--- src/rtl/hazard_pkg.sv ---
// Shared types and constants for the hazard/stall unit: FSM state encoding,
// the default memory-wait timeout and the counter widths.
package hazard_pkg;

  typedef enum logic [1:0] {
    IDLE     = 2'd0,
    MEM_WAIT = 2'd1,
    MEM_ERR  = 2'd2
  } hz_state_e;

  localparam int TIMEOUT_DEFAULT = 255;
  localparam int WAIT_W          = 8;
  localparam int STATS_W         = 16;

endpackage

--- src/rtl/hazard_stats_counter.sv ---
// Saturating statistics counter with synchronous reset and a parallel load
// (the load lets a counter be seeded, e.g. to exercise saturation).
module hazard_stats_counter
  import hazard_pkg::*;
(
  input  logic               clk,
  input  logic               rst,
  input  logic               load,
  input  logic [STATS_W-1:0] load_val,
  input  logic               inc,
  output logic [STATS_W-1:0] count
);

  logic [STATS_W-1:0] count_r;

  // Counter register: reset, load, or saturating increment.
  always_ff @(posedge clk) begin
    if (rst) begin
      count_r <= {STATS_W{1'b0}};
    end else if (load) begin
      count_r <= load_val;
    end else if (inc && (count_r != {STATS_W{1'b1}})) begin
      count_r <= count_r + {{(STATS_W-1){1'b0}}, 1'b1};
    end else begin
      count_r <= count_r;
    end
  end

  assign count = count_r;

endmodule

--- src/rtl/hazard_stall_unit.sv ---
// Pipeline hazard unit: memory-wait FSM with timeout, branch flush and
// load-use stall. Optional statistics counters enabled by HAZARD_STATS_EN.
module hazard_stall_unit
  import hazard_pkg::*;
#(
  parameter int N       = 4,
  parameter int TIMEOUT = TIMEOUT_DEFAULT
) (
  input  logic               clk,
  input  logic               rst,
  input  logic [N-1:0]       RegA_D,
  input  logic [N-1:0]       RegB_D,
  input  logic [N-1:0]       Rd_E,
  input  logic               memtoreg_E,
  input  logic               regw_E,
  input  logic               branch_E,
  input  logic               mem_req_M,
  input  logic               mem_ready,
  output logic               stall_F,
  output logic               stall_D,
  output logic               stall_E,
  output logic               stall_M,
  output logic               flush_D,
  output logic               flush_E,
  output logic               mem_err,
  output logic [STATS_W-1:0] stall_cnt,
  output logic [STATS_W-1:0] flush_cnt
);

  hz_state_e         state_r;
  logic [WAIT_W-1:0] wait_cnt_r;
  logic              mem_wait_s;
  logic              load_use_s;

  // Memory-wait FSM; the error is taken when the incremented wait count
  // would reach TIMEOUT, but a same-cycle mem_ready always wins.
  always_ff @(posedge clk) begin
    if (rst) begin
      state_r    <= IDLE;
      wait_cnt_r <= {WAIT_W{1'b0}};
    end else begin
      case (state_r)
        IDLE: begin
          if (mem_req_M && !mem_ready) begin
            state_r    <= MEM_WAIT;
            wait_cnt_r <= {WAIT_W{1'b0}};
          end else begin
            state_r    <= IDLE;
            wait_cnt_r <= wait_cnt_r;
          end
        end
        MEM_WAIT: begin
          if (mem_ready) begin
            state_r <= IDLE;
          end else if (wait_cnt_r == WAIT_W'(TIMEOUT - 1)) begin
            state_r <= MEM_ERR;
          end else begin
            state_r <= MEM_WAIT;
          end
          if (wait_cnt_r != {WAIT_W{1'b1}}) begin
            wait_cnt_r <= wait_cnt_r + {{(WAIT_W-1){1'b0}}, 1'b1};
          end else begin
            wait_cnt_r <= wait_cnt_r;
          end
        end
        MEM_ERR: begin
          state_r    <= MEM_ERR;
          wait_cnt_r <= wait_cnt_r;
        end
        default: begin
          state_r    <= IDLE;
          wait_cnt_r <= {WAIT_W{1'b0}};
        end
      endcase
    end
  end

  // The stall drops in the very cycle memory completes, so the M stage can advance.
  assign mem_wait_s = (state_r == MEM_ERR) ||
                      (((state_r == MEM_WAIT) || mem_req_M) && !mem_ready);
  assign load_use_s = memtoreg_E && regw_E && (Rd_E != {N{1'b0}}) &&
                      ((Rd_E == RegA_D) || (Rd_E == RegB_D));
  assign mem_err    = (state_r == MEM_ERR);

  // Output decode with priority memory wait > branch > load-use.
  always_comb begin
    stall_F = 1'b0;
    stall_D = 1'b0;
    stall_E = 1'b0;
    stall_M = 1'b0;
    flush_D = 1'b0;
    flush_E = 1'b0;
    if (mem_wait_s) begin
      stall_F = 1'b1;
      stall_D = 1'b1;
      stall_E = 1'b1;
      stall_M = 1'b1;
    end else if (branch_E) begin
      flush_D = 1'b1;
      flush_E = 1'b1;
    end else if (load_use_s) begin
      stall_F = 1'b1;
      stall_D = 1'b1;
      flush_E = 1'b1;
    end else begin
      stall_F = 1'b0;
    end
  end

`ifdef HAZARD_STATS_EN
  hazard_stats_counter u_stall_cnt (
    .clk      (clk),
    .rst      (rst),
    .load     (1'b0),
    .load_val ({STATS_W{1'b0}}),
    .inc      (stall_F),
    .count    (stall_cnt)
  );

  hazard_stats_counter u_flush_cnt (
    .clk      (clk),
    .rst      (rst),
    .load     (1'b0),
    .load_val ({STATS_W{1'b0}}),
    .inc      (flush_E),
    .count    (flush_cnt)
  );
`else
  assign stall_cnt = {STATS_W{1'b0}};
  assign flush_cnt = {STATS_W{1'b0}};
`endif

endmodule

--- config.mk ---
export PLATFORM = sky130hd
export DESIGN_NAME = hazard_stall_unit
export DESIGN_NICKNAME = d
export VERILOG_FILES = /design/src/rtl/hazard_pkg.sv /design/src/rtl/hazard_stats_counter.sv /design/src/rtl/hazard_stall_unit.sv
export SDC_FILE = /design/constraint.sdc
export NUM_CORES = 1
export LEC_CHECK = 0
export CAP_MARGIN = 0
export CORE_AREA = 2 2 52 64
export CTS_CLUSTER_SIZE = 28
export DETAILED_ROUTE_END_ITERATION = 6
export DIE_AREA = 0 0 54 66
export MAX_ROUTING_LAYER = met4
export PLACE_DENSITY = 0.74
export SLEW_MARGIN = 20
export SYNTH_ARGS = -nofsm -noshare
export SYNTH_HDL_FRONTEND = slang
export SYNTH_SLANG_ARGS = --single-unit
--- constraint.sdc ---
create_clock -name clk -period 1.4 [get_ports clk]
set_input_delay 0.14 -clock clk [delete_from_list [all_inputs] [get_ports clk]]
set_output_delay 0.14 -clock clk [all_outputs]
set_load 0.05 [all_outputs]
Word-level counts from Yosys, hierarchy flattened
Index checks and enable logic that the tools add are counted.
{ "totals": {"ff_bits": 10, "input_bits": 19, "out_inout_bits": 39, "wordCells": 39} }
{ "classes": {"add_sub_neg": 1, "n_eq_ne": 8, "n_mux": 15, "bitwise": 1, "n_reduce_logical": 12} }
{ "ops": {"columns": ["operator", "n"], "rows": [
  ["$pmux W8 S3", 1],
  ["$mux W8", 2],
  ["$mux W1", 9],
  ["$add A8 B1 Y8 const B", 1],
  ["$eq A4 B4 Y1", 2],
  ["$eq A8 B8 Y1 const B", 1],
  ["$ne A8 B8 Y1 const B", 1],
  ["$pmux W2 S3", 1],
  ["$logic_and A1 B1 Y1", 5],
  ["$mux W2", 2],
  ["$ne A2 B2 Y1 const B", 2],
  ["$reduce_bool A4 Y1", 1],
  ["$logic_or A1 B1 Y1", 3],
  ["$reduce_and A3 Y1", 1],
  ["$eq A2 B1 Y1 const B", 1],
  ["$eq A2 B2 Y1 const B", 1],
  ["$logic_not A2 Y1", 1],
  ["$logic_not A1 Y1", 1],
  ["$not A1 Y1", 1]
]} }

Longest topological paths before layout
Gate-level depths: netlist of run 1.
{ "depth": {"depth_word": 6, "ltp_mapped": 5, "depth_no_buf": 5} }

Least setup slack after synthesis of run 1
No wires, ideal clock.
{ "synth_path": {"path_type": "in2out", "from": "input Rd_E[3]", "to": "output stall_F", "arrival_time_ns": 3.027, "path_slack_ns": -1.767, "stages": 5, "path_buffers": 1, "cell_sequence": "xor2_1 nor4_1 a41oi_1 o311ai_0 buf_4"} }
{ "synth_between": {"elab_chain_cells": 6} }
{ "synth_rtl": {"columns": ["element", "line", "source"], "rows": [
  ["from (decl)", "hazard_stall_unit.sv:13", "input logic [N-1:0] Rd_E,"],
  ["$eq A4 B4 Y1 or $reduce_bool A4 Y1 (tied branches)", "hazard_stall_unit.sv:82, hazard_stall_unit.sv:81", null],
  ["$logic_or A1 B1 Y1 or $logic_and A1 B1 Y1 (tied branches)", "hazard_stall_unit.sv:82, hazard_stall_unit.sv:81", null],
  ["$logic_and A1 B1 Y1 *", "hazard_stall_unit.sv:81", "assign load_use_s = memtoreg_E && regw_E && (Rd_E != {N{1'b0}}) &&"],
  ["$mux W1 * (3 in a row)", null, null],
  ["to (decl)", "hazard_stall_unit.sv:19", "output logic stall_F,"]
]} }
Every way passes the cells marked *; elsewhere a longest branch is shown, timed or not.

Final worst setup path of run 1
{ "layout_path": {"from": "input mem_ready", "to": "output flush_E"} }
{ "layout_between": {"elab_chain_cells": 4} }
{ "layout_rtl": {"columns": ["element", "line", "source"], "rows": [
  ["from (decl)", "hazard_stall_unit.sv:18", "input logic mem_ready,"],
  ["$logic_not A1 Y1", "hazard_stall_unit.sv:80", "(((state_r == MEM_WAIT) || mem_req_M) && !mem_ready);"],
  ["$logic_and A1 B1 Y1", "hazard_stall_unit.sv:80", null],
  ["$logic_or A1 B1 Y1", "hazard_stall_unit.sv:79", "assign mem_wait_s = (state_r == MEM_ERR) ||"],
  ["$mux W1", "hazard_stall_unit.sv:93", "if (mem_wait_s) begin"],
  ["to (decl)", "hazard_stall_unit.sv:24", "output logic flush_E,"]
]} }
Every way passes these cells.

==> summary.txt, run 1 <==
Clock network
  • Num CTS Buffers: 3
  • Clock root cell: clkbuf_4
  • TritonCTS Sinks: 10
  • Clk Latency, worst-skew pair: around 0.28 ns
  • CTS H-tree depth: 1
  • Clock transition at path regs: 0.07 ns
  • CTS max path bufs: 2
  • TritonCTS clock tree: yes

Placed design
  • Number of port buffers: 25
  • Final HPWL DP: 1734 um
  • Worst slack, placed: -0.5218 ns
  • Cell Count Post-Placement: about 190
  • GP Congestion: about 0.72

Timing
  • Final hold vios: 0
  • Clk_skew: 0.004102 ns
  • Worst hold margin: between 0.4 and 0.5 ns
  • Fmax achieved: 654.3 MHz
  • Final Cycle Share: 1.092
  • Max Slew Vio Count: 0
  • RSZ-0062 raised after global routing: yes
  • Setup ws final: -0.1284 ns
  • Post-layout minimum cycle time: 1.528 ns
  • TNS Setup: -0.4825 ns
  • Final number of setup-violating endpoints: 8

Logic synthesis
  • Synth top area share: 0.2691
  • Mapped Cells: 118
  • Yosys reg bits: 10
  • Cell taking the most area after synthesis: buf_4
  • Post-synthesis sequential area ratio: 0.2111
  • Yosys warns: 0
  • Commonest register cell after synthesis: dfxtp_1
  • Ranking of synthesized cells by area: buf_4, dfxtp_1, xnor2_1
  • Synth unique cells: 36
  • Syn avg cell area: 8.037 um^2
  • Post-Syn Area: around 950 um^2
  • EDFF count, synth: 0
  • Ys async rst share: 0

Floorplan
  • Initial Utilization: 0.3190
  • Core ar.: between 2000 and 3000 um^2
  • Die area: 3564 um^2
  • Chip Height: 66 um
  • Chip Width: 54 um
  • I/O Pins: 58
  • Cell row count: 22

Outcome
  • Status: complete, but fails checks
  • Violated checks: negative setup slack

Power and ir drop
  • Pwr dens: 713.5 nW/um^2
  • Tot Pwr: 1.078 mW
  • Peak supply drop: 0.3519 mV
  • P_leak: 0.6491 nW

Critical path
  • CP arrival: around 1.4 ns
  • R2r worst-path depth: 4
  • CP Capture Type: output pin
  • R2R Setup Slk: -0.03 ns
  • CP max FO: 3
  • Crit path kind: in -> out
  • R2R Path Start: state_r[1]
  • Startpoint Class: input pin
  • Required time worst endpoint: approximately 1.3 ns
  • Critical R2R Capture: wait_cnt_r[5]

Layout
  • Share of cells above drive strength 1: 0.4049
  • Non-filler cells, final: 199
  • Layout area overhead: 59.37%
  • # diodes: 0
  • Nets: 185

Min path
  • Hold Path Depth: 1
  • Hold path start: state_r[1]
  • Hold EP: state_r[0]
  • Worst min-delay path category: reg -> reg

GRT
  • Largest net degree at the start of global routing: 8
  • Total GRT Usage: 0.1373
  • Vias in the first global route: 819
  • Total grt overflow: 0
  • Initial antenna violation count: 0
  • First-pass GRT wire length: about 3400 um

Routing
  • Post-Route WL: 2364 um
  • Vias post-DR: 928
  • DR WL/cell: 11.88 um
  • Antenna viol nets, final: 0
  • Vias per inst: 4.663
  • DRT Pass-1 Iters: 4
  • Residual DRC count: 0
  • Iteration-0 DRC Markers: 15

Job
  • Max Cap Violations: 0
[cell families (layout without fill, tap and decap cells)]
family,count (synthesis),in the layout,synth area share
AO/OA/AOI/OAI,26,26,0.1979
XOR/XNOR,9,9,0.08311
adder cells (fa/ha/maj),2,2,0.02638
buffers and inverters,39,53,0.2902
flip-flops,10,10,0.2111
multiplexers,1,1,0.01055
other,1,32,0.003954
AND/OR/NAND/NOR,30,30,0.1768
[through the flow]
step           area [um^2]  utilization
3_3_place_gp          1360       0.4575
5_1_grt               1511       0.5084
4_1_cts               1455       0.4895
2_1_floorplan         1131            -
6_report              1511       0.5084
3_5_place_dp          1360       0.4575
[worst max-delay path, cell delays in order]
cell and delay, ns:
clkdlybuf4s50_1 0.49, buf_4 0.13, o21bai_4 0.13, nand2_4 0.07, o31ai_4 0.25, buf_12 0.17
[power breakdown]
part / internal (mW) / switching [mW]
Sequential: 0.288 / 0.00399
Combinational: 0.174 / 0.341
Clock: 0.158 / 0.112
[worst max-delay path by stage]
stage,startpoint,cells after the start,slack (ns),endpoint
floorplan,Rd_E[3],5,-0.33,stall_F
global placement,Rd_E[3],7,-0.52,flush_E
global route,state_r[0],5,-0.19,flush_E
CTS,state_r[0],5,-0.14,flush_E
detailed placement,Rd_E[3],7,-0.52,flush_E
finish,mem_ready,6,-0.13,flush_E
[Yosys cell counts, drive strengths merged (3+ instances only)]
library cell,n
o21ai,5
nand2,6
nor2,7
nand3,3
a21oi,5
inv,4
xnor2,5
xor2,4
buf,34
dfxtp,10
[area by class of cell]
type	count	area, um^2
clock buffers	4	36.28
fillers	272	1461
inverters	4	15.01
multi-input cells	100	747.0
flip-flops and latches	10	209.0
well taps	36	45.04
repair buffers	45	459.2
[flip-flops by register name (all words and copies together), names as in the netlist]
signal      count
wait_cnt_r      8
state_r         2
[placed cells by master, fill, tap and decap left out, types with 3 or more instances in the layout]
cell type	n
buf_6	5
conb_1	32
o21ai_0	5
xnor2_2	3
buf_4	19
inv_1	4
dlygate4sd2_1	4
dfxtp_1	5
clkdlybuf4s50_1	6
buf_12	7
nor2_1	6
nand2_1	5
clkbuf_4	3
a21oi_1	5
dfxtp_2	4
[per-layer routing]
metal | part of all wire | GRT usage
met5 | 0 | -
met4 | 0.020 | 0.07500
met3 | 0.089 | 0.01357
met2 | 0.56 | 0.2500
met1 | 0.33 | 0.1384
[repair_timing]
item                       in CTS  in global routing
gates resized for setup        45                 14
gates cloned                    0                  0
setup endpoints to repair      10                 13
hold buffers                    0                  0
buffers inserted                2                  1
pin swaps                      18                  5
(Power assumes the default switching activity.)
==> run 2, diff against run 1 <==
--- a/config.mk
+++ b/config.mk
@@ -6,13 +6,16 @@
 export NUM_CORES = 1
 export LEC_CHECK = 0
 export CAP_MARGIN = 0
-export CORE_AREA = 2 2 52 64
+export CELL_PAD_IN_SITES_DETAIL_PLACEMENT = 0
+export CELL_PAD_IN_SITES_GLOBAL_PLACEMENT = 1
+export CORE_AREA = 2 2 62 76
 export CTS_CLUSTER_SIZE = 28
 export DETAILED_ROUTE_END_ITERATION = 6
-export DIE_AREA = 0 0 54 66
+export DIE_AREA = 0 0 64 78
 export MAX_ROUTING_LAYER = met4
-export PLACE_DENSITY = 0.74
+export PLACE_DENSITY_LB_ADDON = 0.1
 export SLEW_MARGIN = 20
 export SYNTH_ARGS = -nofsm -noshare
 export SYNTH_HDL_FRONTEND = slang
 export SYNTH_SLANG_ARGS = --single-unit
+export TNS_END_PERCENT = 10
==> summary.txt, run 2 (synthesis gave the netlist of run 1 again) <==
Routing
  • DRT Pass-1 Iters: 4 (unchanged)
  • Met1 WL: 950 um (+23%)
  • Met3 routed WL: 191 um (-9.5%)
  • DR WL/cell: 11.57 um (-2.6%)
  • Antenna viol nets, final: 0 (unchanged)
  • Iteration-0 DRC Markers: 31 (+16)
  • Top Layer Used: met4
  • Post-Route WL: 2533 um (+7.1%)
  • Routed met2 length: 1362 um (+2.3%)
  • Vias post-DR: 904 (-2.6%)
  • Residual DRC count: 0 (unchanged)
  • Vias per inst: 4.128 (-11%)

Placed design
  • Final HPWL DP: 2098 um (+21%)
  • Area post-placement: 1384 um^2 (+1.7%)
  • Cell Count Post-Placement: 215 (+12%)
  • GP Congestion: 0.7507 (+3.8%)
  • Number of port buffers: 25 (unchanged)

Timing
  • Final hold vios: 0 (unchanged)
  • Final number of setup-violating endpoints: 4 (-4)
  • RSZ-0062 raised after global routing: yes
  • Max Slew Vio Count: 0 (unchanged)
  • Setup ws final: -0.1970 ns (-0.06858 ns)
  • Fmax achieved: 626.2 MHz (-4.3%)
  • Final Cycle Share: 1.141 (+0.04899)
  • Worst hold margin: 0.2915 ns (-0.1904 ns)
  • Clk_skew: 0.003717 ns (-0.0003856 ns)
  • Post-layout minimum cycle time: 1.597 ns (+0.06858 ns)

Layout
  • Max reg flops: 8 (unchanged)
  • Layout Cell Area excl Fill: 1533 um^2 (+1.4%)
  • Commonest non-fill, non-tap cell in the layout: conb_1
  • # diodes: 0 (unchanged)
  • Non-filler cells, final: 219 (+10%)
  • Biggest regs: wait_cnt_r: 8 flops, state_r: 2 flops
  • Layout area overhead: 61.61%
  • Post-layout util: 0.3652 (-0.1432)
  • Commonest cells after routing, fill and taps aside: conb_1, buf_4, buf_12
  • Share of cells above drive strength 1: 0.3742 (-0.03067)
  • Nets: 185 (unchanged)
  • Register name with the most flops: wait_cnt_r

Floorplan
  • Initial Utilization: 0.2260 (-0.09302)
  • Die area: 4992 um^2 (+40%)
  • Core ar.: 4197 um^2 (+41%)
  • Cell row count: 26 (+18%)
  • Chip Height: 78 um (+18%)
  • I/O Pins: 58 (unchanged)
  • Chip Width: 64 um (+19%)

Power and ir drop
  • P_leak: 0.6515 nW (+0.37%)
  • Part of the power in registers: 0.251 (-0.020)
  • Switching share of power: 0.4061 (-0.01832)
  • Tot Pwr: 1.167 mW (+8.2%)
  • Net load switching power: 473.9 uW (+3.6%)
  • Pwr dens: 761.4 nW/um^2 (+6.7%)
  • Combinational power share: 0.420 (-0.058)
  • Peak supply drop: 0.2576 mV (-27%)
  • Int Power: 693.1 uW (+12%)
  • Part of the power in the clock network: 0.329 (+0.078)

Critical path
  • R2R Setup Slk: 0.02 ns (+0.05 ns)
  • CP max FO: 2 (-1)
  • Crit path kind: in -> out
  • Required time worst endpoint: 1.26 ns (about the same)
  • CP arrival: 1.46 ns (+0.07 ns)
  • CP Capture Type: output pin
  • Startpoint Class: input pin
  • Critical-path cell list: buf_6 -> xor2_2 -> nor4_2 -> a41oi_2 -> o311ai_4 -> buf_12
  • CP max-delay cell: o311ai_4
  • R2r worst-path depth: 5 (+1)
  • CP max stage delay: 0.38 ns (-0.11 ns)

Clock network
  • TritonCTS clock tree: yes
  • Clock transition at path regs: 0.05 ns (-0.02 ns)
  • CTS max path bufs: 2 (unchanged)
  • TritonCTS Sinks: 10 (unchanged)
  • Clock root cell: clkbuf_8
  • CTS H-tree depth: 1 (unchanged)
  • Hold-fix buffer count after cts: 0 (unchanged)
  • Clk Latency, worst-skew pair: 0.24 ns (-0.04 ns)
  • Postcts setup bufs: 0 (-2)
  • Num CTS Buffers: 3 (unchanged)

Outcome
  • Status: complete, but fails checks
  • Violated checks: negative setup slack

Min path
  • Hold Path Depth: 3 (+2)
  • Worst min-delay path category: in -> reg

GRT
  • Vias in the first global route: 837 (+2.2%)
  • First-pass GRT wire length: 3815 um (+11%)
  • Initial antenna violation count: 0 (unchanged)
  • Largest net degree at the start of global routing: 8 (unchanged)
  • Total grt overflow: 0 (unchanged)
  • Total GRT Usage: 0.1006 (-0.03672)

Job
  • Max Cap Violations: 0 (unchanged)
[run 2: timing repair]
action,CTS,global route
gates cloned,0,0
setup endpoints to repair,9,11
resized for setup,52,7
pin swaps,11,0
[run 2: cell type report]
type	instances	area, um^2
clock buffers	4	55.05
flip-flops and latches	10	207.7
fillers	444	2664
multi-input cells	100	726.9
repair buffers	45	457.9
well taps	56	70.07
inverters	4	15.01
[run 2: per-stage QoR]
| step | setup WS (ns) | TNS, ns |
|---|---|---|
| final | -0.1970 | -0.5334 |
| after detailed placement | -0.6482 | -3.863 |
| after global routing | -0.2532 | -0.8437 |
| after floorplan | -0.3315 | -0.9468 |
| after global placement | -0.6069 | -3.698 |
| after CTS | -0.1312 | -0.4052 |
[run 2: worst paths after layout]
path	end	start
setup reg to reg	wait_cnt_r[7]	wait_cnt_r[0]
hold / removal	state_r[0]	mem_ready
setup / recovery	stall_D	RegB_D[0]
hold reg to reg	state_r[0]	state_r[1]
[run 2: routing by layer]
metal | up-vias | GRT usage
met5 | - | -
met4 | 0 | 0.04565
met3 | 2 | 0.02319
met2 | 45 | 0.1740
met1 | 419 | 0.1079
li1 | 438 | -
[run 2: critical path: cells and delay by family]
| family | cells | cell delay, ns |
|---|---|---|
| XOR/XNOR | 1 | 0.17 |
| buffers and inverters | 2 | 0.29 |
| AND/OR/NAND/NOR | 1 | 0.35 |
| AO/OA/AOI/OAI | 2 | 0.51 |
[run 2: power by group through the flow]
stage / combinational (mW) / sequential [mW] / clock (mW)
final: 0.490 / 0.293 / 0.384
after global routing: 0.511 / 0.293 / 0.406
after CTS: 0.486 / 0.293 / 0.391
after detailed placement: 0.473 / 0.299 / 0
after global placement: 0.473 / 0.299 / 0
after floorplan: 0.388 / 0.300 / 0
==> run 3, diff against run 2 <==
--- a/config.mk
+++ b/config.mk
@@ -6,7 +6,7 @@
 export NUM_CORES = 1
 export LEC_CHECK = 0
 export CAP_MARGIN = 0
-export CELL_PAD_IN_SITES_DETAIL_PLACEMENT = 0
+export CELL_PAD_IN_SITES_DETAIL_PLACEMENT = 1
 export CELL_PAD_IN_SITES_GLOBAL_PLACEMENT = 1
 export CORE_AREA = 2 2 62 76
 export CTS_CLUSTER_SIZE = 28
@@ -17,5 +17,6 @@
 export SLEW_MARGIN = 20
 export SYNTH_ARGS = -nofsm -noshare
 export SYNTH_HDL_FRONTEND = slang
+export SYNTH_HIERARCHICAL = 1
 export SYNTH_SLANG_ARGS = --single-unit
 export TNS_END_PERCENT = 10
==> summary.txt, run 3 <==
Routing
  • Routed met2 length: 1517 um (+11%)
  • DRT Pass-1 Iters: 2 (-2)
  • Met3 routed WL: 157 um (-18%)
  • Residual DRC count: 0 (unchanged)
  • Met1 WL: 1051 um (+11%)
  • Vias per inst: 4.142 (+0.33%)
  • Iteration-0 DRC Markers: 21 (-32%)
  • Vias post-DR: 907 (+0.33%)
  • Post-Route WL: 2784 um (+9.9%)
  • DR WL/cell: 12.71 um (+9.9%)
  • Top Layer Used: met4
  • Antenna viol nets, final: 0 (unchanged)

GRT
  • Total grt overflow: 0 (unchanged)
  • Initial antenna violation count: 0 (unchanged)
  • Vias in the first global route: 973 (+16%)
  • Total GRT Usage: 0.1167 (+0.01611)
  • Largest net degree at the start of global routing: 8 (unchanged)
  • First-pass GRT wire length: 4381 um (+15%)

Clock network
  • CTS H-tree depth: 1 (unchanged)
  • TritonCTS Sinks: 10 (unchanged)
  • Clock transition at path regs: 0.05 ns (about the same)
  • Num CTS Buffers: 3 (unchanged)
  • Hold-fix buffer count after cts: 0 (unchanged)
  • Clk Latency, worst-skew pair: 0.24 ns (about the same)
  • CTS max path bufs: 2 (unchanged)
  • Clock root cell: clkbuf_8
  • TritonCTS clock tree: yes
  • Postcts setup bufs: 0 (unchanged)

Logic synthesis
  • Yosys reg bits: 10 (unchanged)
  • Post-Syn Area: 948.4 um^2 (unchanged)
  • Yosys warns: 6 (+6)
  • Commonest register cell after synthesis: dfxtp_1
  • Syn avg cell area: 8.037 um^2 (unchanged)
  • Ranking of synthesized cells by area: buf_4, dfxtp_1, xnor2_1
  • EDFF count, synth: 0 (unchanged)
  • Top cells by count, synth: buf_4, dfxtp_1, nor2_1, nand2_1
  • Synth top area share: 0.2691 (unchanged)
  • Mapped Cells: 118 (unchanged)
  • Ys async rst share: 0 (unchanged)
  • Synth unique cells: 36 (unchanged)
  • Post-synthesis sequential area ratio: 0.2111 (unchanged)
  • Top-count cell post-synth: buf_4
  • Cell taking the most area after synthesis: buf_4

Layout
  • Post-layout util: 0.3578 (-0.007454)
  • Non-filler cells, final: 219 (unchanged)
  • # diodes: 0 (unchanged)
  • Layout Cell Area excl Fill: 1501 um^2 (-2.0%)
  • Layout area overhead: 58.31%
  • Commonest cells after routing, fill and taps aside: conb_1, buf_4, buf_12
  • Final-layout fill cell count: 514 (+16%)
  • Register name with the most flops: wait_cnt_r
  • Biggest regs: wait_cnt_r: 8 flops, state_r: 2 flops
  • Max reg flops: 8 (unchanged)
  • Nets: 185 (unchanged)
  • Multi-input logic area: 708.2 um^2 (-2.6%)
  • Register Area: 207.7 um^2 (unchanged)
  • Commonest non-fill, non-tap cell in the layout: conb_1
  • Share of cells above drive strength 1: 0.3681 (-0.006135)

Timing
  • TNS Setup: -0.4125 ns (+0.1210 ns)
  • Final number of setup-violating endpoints: 5 (+1)
  • Worst hold margin: 0.4960 ns (+0.2045 ns)
  • Setup ws final: -0.1427 ns (+0.05424 ns)
  • Final Cycle Share: 1.102 (-0.03874)
  • Final hold vios: 0 (unchanged)
  • Post-layout minimum cycle time: 1.543 ns (-0.05424 ns)
  • RSZ-0062 raised after global routing: yes
  • Clk_skew: 0.001635 ns (-0.002082 ns)
  • Fmax achieved: 648.2 MHz (+3.5%)
  • Max Slew Vio Count: 0 (unchanged)

Critical path
  • CP max stage delay: 0.38 ns (about the same)
  • CP Capture Type: output pin
  • Crit path kind: in -> out
  • Critical-path cell list: buf_6 -> xor2_2 -> nor4_2 -> a41oi_2 -> o311ai_4 -> buf_12
  • CP arrival: 1.40 ns (-0.06 ns)
  • CP max FO: 2 (unchanged)
  • CP bufs+invs: 2 (unchanged)
  • CP max-delay cell: o311ai_4
  • Required time worst endpoint: 1.26 ns (about the same)
  • Startpoint Class: input pin
  • Delay-heaviest family, CP: compound AO/OA/AOI/OAI gates

Outcome
  • Status: complete, but fails checks
  • Violated checks: negative setup slack

Floorplan
  • Die area: 4992 um^2 (unchanged)
  • I/O Pins: 58 (unchanged)
  • Chip Height: 78 um (unchanged)
  • Cell row count: 26 (unchanged)
  • Chip Width: 64 um (unchanged)
  • Core ar.: 4197 um^2 (unchanged)
  • Initial Utilization: 0.2260 (unchanged)

Power and ir drop
  • Pwr dens: 773.4 nW/um^2 (+1.6%)
  • Peak supply drop: 0.2327 mV (-9.7%)
  • P_leak: 0.6441 nW (-1.1%)
  • Tot Pwr: 1.161 mW (-0.50%)

Placed design
  • Cell Count Post-Placement: 215 (unchanged)
  • Final HPWL DP: 2361 um (+13%)
  • GP Congestion: 0.7507 (unchanged)
  • Area post-placement: 1384 um^2 (unchanged)
  • Number of port buffers: 25 (unchanged)
  • Worst slack, placed: -0.6225 ns (+0.02571 ns)

Min path
  • Worst min-delay path category: reg -> reg

Job
  • Max Cap Violations: 0 (unchanged)
-- run 3: kinds of logic after synthesis --
kind of cell	share of synthesized area
AOI/OAI and AO/OA	0.1979
xor gates and xnor gates	0.08311
adders and majority gates	0.02638
buffers and inverters	0.2902
DFF	0.2111
muxes	0.01055
other	0.003954
and+or+nand+nor	0.1768
-- run 3: layer usage --
layer,vias to the layer above,track usage
met5,-,-
met4,0,0.05870
met3,5,0.02029
met2,38,0.2094
met1,423,0.1205
li1,441,-
-- run 3: timing repair --
item | CTS | global route
pin swaps | 12 | 0
setup endpoints to repair | 10 | 15
resized for setup | 55 | 4
-- run 3: cell type report --
cell class,instances,area share
Tap cell,56,0.04667
Inverter,4,0.01000
Clock buffer,4,0.03667
Multi-Input combinational cell,100,0.4717
Timing Repair Buffer,45,0.2967
Sequential cell,10,0.1383
-- run 3: power breakdown --
| part | switching, mW | internal (mW) |
|---|---|---|
| clock network | 0.128 | 0.248 |
| registers | 0.00343 | 0.289 |
| logic | 0.337 | 0.156 |
-- run 3: final timing paths --
check | from | endpoint | slack [ns] | cells past startpoint
setup reg to reg | wait_cnt_r[0] | wait_cnt_r[7] | -0.01 | 5
setup / recovery | RegB_D[0] | stall_F | -0.14 | 6
hold / removal | state_r[1] | state_r[0] | 0.50 | 1
hold reg to reg | state_r[1] | state_r[0] | 0.50 | 1
